===== config.mk =====
export PLATFORM = sky130hd
export DESIGN_NAME = tinytpu_operand_loader
export DESIGN_NICKNAME = d
export VERILOG_FILES = /design/src/rtl/tinytpu_pkg.sv /design/src/rtl/tinytpu_shift_reg.sv /design/src/rtl/tinytpu_operand_loader.sv
export SDC_FILE = /design/constraint.sdc
export NUM_CORES = 1
export LEC_CHECK = 0
export CAP_MARGIN = 20
export CORE_ASPECT_RATIO = 0.9
export CORE_MARGIN = 10
export CORE_UTILIZATION = 44
export CTS_CLUSTER_DIAMETER = 200
export DETAILED_ROUTE_END_ITERATION = 12
export GPL_TIMING_DRIVEN = 0
export PLACE_DENSITY = 0.85
export SYNTH_ARGS = -nofsm -noshare
export SYNTH_HDL_FRONTEND = slang
export SYNTH_SLANG_ARGS = --single-unit

===== constraint.sdc =====
create_clock -name clk -period 1.19 [get_ports clk]
set_input_delay 0.238 -clock clk [delete_from_list [all_inputs] [get_ports clk]]
set_output_delay 0.238 -clock clk [all_outputs]
set_load 0.02 [all_outputs]

===== src/rtl/tinytpu_pkg.sv =====
// Shared parameter defaults and state encoding for the tinytpu operand path.
package tinytpu_pkg;

    localparam int unsigned TT_D_W  = 8;
    localparam int unsigned TT_N    = 2;
    localparam int unsigned TT_WORD = 4;

    typedef enum logic [1:0] {
        ST_IDLE = 2'd0,
        ST_LOAD = 2'd1,
        ST_FULL = 2'd2
    } loader_state_t;

endpackage


===== src/rtl/tinytpu_shift_reg.sv =====
// Serial-in/parallel-out matrix register with enable and synchronous clear.
// Bits shift in at the LSB. The stream arrives element 0 first, MSB first,
// so after a full load element 0 sits in the top slot of the shift register.
// The element slots are therefore presented in reversed order on dout,
// which places element k at dout[k*D_W +: D_W].
module tinytpu_shift_reg #(
    parameter int unsigned D_W  = 8,
    parameter int unsigned WORD = 4
) (
    input  logic                  clk,
    input  logic                  rst_n,
    input  logic                  clr,
    input  logic                  en,
    input  logic                  din,
    output logic [WORD*D_W-1:0]   dout
);

    localparam int unsigned W = WORD * D_W;

    logic [W-1:0] sh;

    // Shift one bit per enabled cycle; clear has priority over enable.
    always_ff @(posedge clk or negedge rst_n) begin
        if (!rst_n) begin
            sh <= '0;
        end else if (clr) begin
            sh <= '0;
        end else if (en) begin
            sh <= {sh[W-2:0], din};
        end
    end

    // Reverse element order so element k lands at [k*D_W +: D_W].
    for (genvar k = 0; k < WORD; k++) begin : g_elem
        assign dout[k*D_W +: D_W] = sh[(WORD-1-k)*D_W +: D_W];
    end

endmodule


===== src/rtl/tinytpu_operand_loader.sv =====
// Operand loader: assembles X and Y matrices from two serial bit streams
// and hands them to the systolic array with a valid/ready handshake.
module tinytpu_operand_loader
    import tinytpu_pkg::*;
#(
    parameter int unsigned D_W  = TT_D_W,
    parameter int unsigned N    = TT_N,
    parameter int unsigned WORD = TT_WORD
) (
    input  logic                  clk,
    input  logic                  rst_n,
    input  logic                  data_in_x,
    input  logic                  data_in_y,
    input  logic                  load_en,
    input  logic                  init,
    input  logic                  mat_ready,
    output logic [WORD*D_W-1:0]   mat_x,
    output logic [WORD*D_W-1:0]   mat_y,
    output logic                  mat_valid,
    output logic                  busy,
    output logic                  overrun
);

    localparam int unsigned BITS  = WORD * D_W;
    localparam int unsigned CNT_W = $clog2(BITS + 1);
    localparam logic [CNT_W-1:0] LAST_BIT = CNT_W'(BITS - 1);

    // Reject parameter sets where the matrix does not match the array size.
    if (WORD != N * N) begin : g_word_check
        $error("tinytpu_operand_loader: WORD must equal N*N");
    end

    loader_state_t    state, state_next;
    logic [CNT_W-1:0] cnt, cnt_next;
    logic             overrun_next;
    logic             valid_next;
    logic             busy_next;
    logic             capture;
    logic             clear;

    // State, counter and status flags.
    always_ff @(posedge clk or negedge rst_n) begin
        if (!rst_n) begin
            state     <= ST_IDLE;
            cnt       <= '0;
            overrun   <= 1'b0;
            mat_valid <= 1'b0;
            busy      <= 1'b0;
        end else begin
            state     <= state_next;
            cnt       <= cnt_next;
            overrun   <= overrun_next;
            mat_valid <= valid_next;
            busy      <= busy_next;
        end
    end

    // Next-state, capture strobes and next flag values; init beats everything.
    always_comb begin
        state_next   = state;
        cnt_next     = cnt;
        overrun_next = overrun;
        capture      = 1'b0;
        clear        = 1'b0;

        if (init) begin
            state_next   = ST_LOAD;
            cnt_next     = '0;
            overrun_next = 1'b0;
            clear        = 1'b1;
        end else begin
            case (state)
                ST_IDLE: begin
                    // Stray load_en and mat_ready are ignored here.
                end
                ST_LOAD: begin
                    if (load_en) begin
                        capture = 1'b1;
                        if (cnt == LAST_BIT) begin
                            state_next = ST_FULL;
                            cnt_next   = '0;
                        end else begin
                            cnt_next = cnt + CNT_W'(1);
                        end
                    end
                end
                ST_FULL: begin
                    if (load_en) begin
                        overrun_next = 1'b1;
                    end
                    if (mat_ready) begin
                        state_next = ST_IDLE;
                    end
                end
                default: begin
                    state_next = ST_IDLE;
                end
            endcase
        end

        valid_next = (state_next == ST_FULL);
        busy_next  = (state_next == ST_LOAD);
    end

    // X matrix register.
    tinytpu_shift_reg #(
        .D_W  (D_W),
        .WORD (WORD)
    ) u_shift_x (
        .clk   (clk),
        .rst_n (rst_n),
        .clr   (clear),
        .en    (capture),
        .din   (data_in_x),
        .dout  (mat_x)
    );

    // Y matrix register.
    tinytpu_shift_reg #(
        .D_W  (D_W),
        .WORD (WORD)
    ) u_shift_y (
        .clk   (clk),
        .rst_n (rst_n),
        .clr   (clear),
        .en    (capture),
        .din   (data_in_y),
        .dout  (mat_y)
    );

endmodule


==> impl_metrics.tcl <==
set metrics [dict create \
    post-route-drc-count 0 \
    syn_to_final_growth_pct 46.4 \
    grt_pass1_wl_um 13600 \
    crit_type "reg -> reg" \
    pwr-share-clk 0.388 \
    slew_headroom 0.380 \
    tightest_slew_ns 0.929 \
    antenna_cells 0 \
    die_x_um 108 \
    dr.pass1.iters 4 \
    path_clk_slew_ns 0.08 \
    antenna_found_initial 0 \
    grtUsageTotal 0.154 \
    cts_hold_buffers 0 \
    skew_ns 0.00745 \
    slew_violations 0 \
    vias 2841 \
    routed_via_density 5.15 \
    yosys_warnings 0 \
    seq_area_frac_synth 0.611 \
    setup_ws_ns -0.132 \
    die-area_mm2 0.0107 \
    drt_iter0_drc 135 \
    layout_commonest_cell "nand2_1" \
    cts_htree_levels 3 \
    whs_ns 0.0186 \
    startpoint_type "flip-flop" \
    dpl.hpwl_um 5320 \
    crit_slowest_cell "dfrtp_1" \
    final_nets 466 \
    setup_viol 68 \
    drv_cap 0 \
    hold_viol 0 \
    p_seq_frac 0.532 \
    p_leak_nw 2.13 \
    placed_area_mm2 0.00396 \
    die_y_um 99.3 \
    synth_cell_types 30 \
    max-clock-path-buffers 2 \
    cp_num_buf_inv 2 \
    status "finished with violations" \
    clk_root_buffer_cell "clkbuf_8" \
    place.gp.congestion 0.795 \
    cts_buffers 9 \
    cts_tree "yes" \
    rsz0062_at_grt "true" \
    ff_latch_area_mm2 0.00188 \
    endpoint_kind "flip-flop" \
    worstHoldPathType "in -> async" \
    avgSynthCellArea_um2 9.25 \
    final_core_util 0.672 \
    vdd_drop_max_uv 780 \
    port_buffers 73 \
    fin_crit_sh 1.11 \
    cp_max_fo 10 \
    grt_start_max_net_pins 76 \
    cts.sinks 75 \
    std_cell_rows 28 \
    combPwrFrac 0.080 \
    slowest_delay_ns 0.39 \
    cp_top_family "flip-flops" \
    arrival_ns 1.59 \
    total_power_mw 4.83 \
    fmax_mhz 756 \
    drtAntennaViolNets 0 \
    gr-total-overflow 0 \
    intPower_mw 3.65 \
    nFillCells 536 \
    first_global_vias 2586 \
    drive_gt1_frac 0.431 \
    multi_input_area_mm2 0.00127 \
    violations "negative setup slack" \
    final.setup.tns_ns -5.18 \
    num_io_pins 74 \
    fin_area_mm2 0.00450 \
    synthesis.area_mm2 0.00307 \
    period_needed_ns 1.32 \
    drt-wirelength-per-cell_um 16.0 \
    cp.required_ns 1.46 \
    synth_nets 340 \
    final_cell_mix "nand2_1 (120), dfrtp_1 (75), buf_2 (56)" \
    crit_chain "nand3b_1, buf_6, buf_8, a211o_1, a21oi_1" \
    start_util 0.459 \
    switching_share 0.244 \
    p_sw_mw 1.18 \
    synthCells 332 \
    routed_wl_um 8810 \
    clk_latency_ns 0.35 \
    ys_ff_latch 75 \
    power_density_mw_per_mm2 1070 \
    coreArea_mm2 0.00669 \
]
[power groups by stage]
stage	sequential (mW)	combinational, mW	clock, mW
2_1_floorplan	2.63	0.146	0
3_3_place_gp	2.62	0.284	0
3_5_place_dp	2.62	0.287	0
4_1_cts	2.57	0.347	1.92
5_1_grt	2.57	0.426	2.01
6_report	2.57	0.387	1.88
[stage by stage]
| stage | worst slack (ns) | cells |
|---|---|---|
| after floorplan | -0.102 | 332 |
| after global placement | -2.60 | 495 |
| after detailed placement | -0.696 | 495 |
| final | -0.132 | 552 |
| after CTS | -0.107 | 522 |
| after global routing | -0.179 | 552 |
[registers in the layout, indices dropped and copies added (netlist names)]
register / flops
busy: 1
u_shift_x.sh: 32
overrun: 1
mat_valid: 1
state: 2
cnt: 6
u_shift_y.sh: 32
[synth_stat cells, drive strengths merged]
master	n	area (µm²)
a21oi	66	330
a211o	1	8.76
nand4	1	6.26
dfrtp	75	1880
clkbuf	8	30.0
o211ai	2	15.0
nor4	1	6.26
a31oi	2	12.5
nor2	4	15.0
buf	16	101
xor2	1	8.76
nand3	3	15.0
nand3b	1	7.51
a211oi	2	15.0
o2bb2ai	1	8.76
inv	2	7.51
a31o	2	17.5
and3	1	6.26
o32a	1	10.0
nand2b	2	12.5
mux2	1	11.3
nand4b	1	8.76
or3	1	6.26
ha	1	12.5
nand2	132	495
nor3	1	5.00
nor2b	2	12.5
and3b	1	8.76
[cells by family (layout without fill, tap and decap cells)]
logic type,after synthesis,count (layout),share of synthesized area
AO/OA/AOI/OAI,77,77,0.136
XOR/XNOR,1,1,0.00285
adder cells (fa/ha/maj),1,1,0.00407
buffers and inverters,26,156,0.0452
flip-flops,75,75,0.611
multiplexers,1,1,0.00367
AND/OR/NAND/NOR,151,151,0.197
[metal layers]
layer  track usage  vias up  share of wire
met2         0.230       83           0.49
met4        0.0513        0          0.015
met5             0        -              0
met1         0.206     1399           0.42
li1              -     1344              -
met3        0.0510       15          0.067
[final cells by class]
class / count / share of cell area
Sequential cell: 75 / 0.417
Multi-Input combinational cell: 231 / 0.283
Timing Repair Buffer: 116 / 0.189
Buffer: 23 / 0.0434
Clock buffer: 10 / 0.0284
Tap cell: 90 / 0.0250
Clock inverter: 5 / 0.0122
Inverter: 2 / 0.00167
[worst register-to-register path, stage by stage (launching register included)]
cell	delay [ns]
dfrtp_1	0.39
nand3b_1	0.17
buf_6	0.16
buf_8	0.14
a211o_1	0.24
a21oi_1	0.15
[timing repair]
action	4_1_cts	5_1_grt
pin swaps	7	8
setup endpoints to repair	139	110
gates resized for setup	314	61
cloned	5	0
hold endpoints to repair	0	0
setup buffers	7	31
[path summary, 6_finish.rpt]
check	to	slack [ns]	cells past startpoint	startpoint
min reg2reg	u_shift_y.sh[31]	0.53	2	u_shift_y.sh[31]
max in group asynchronous	u_shift_y.sh[1]	0.56	1	rst_n
min in group clk	overrun	0.44	3	load_en
max reg2reg	cnt[0]	-0.13	5	state[1]
min	u_shift_y.sh[23]	0.02	1	rst_n
max	cnt[0]	-0.13	5	state[1]
Note: power is estimated with default switching activity, not from simulation.
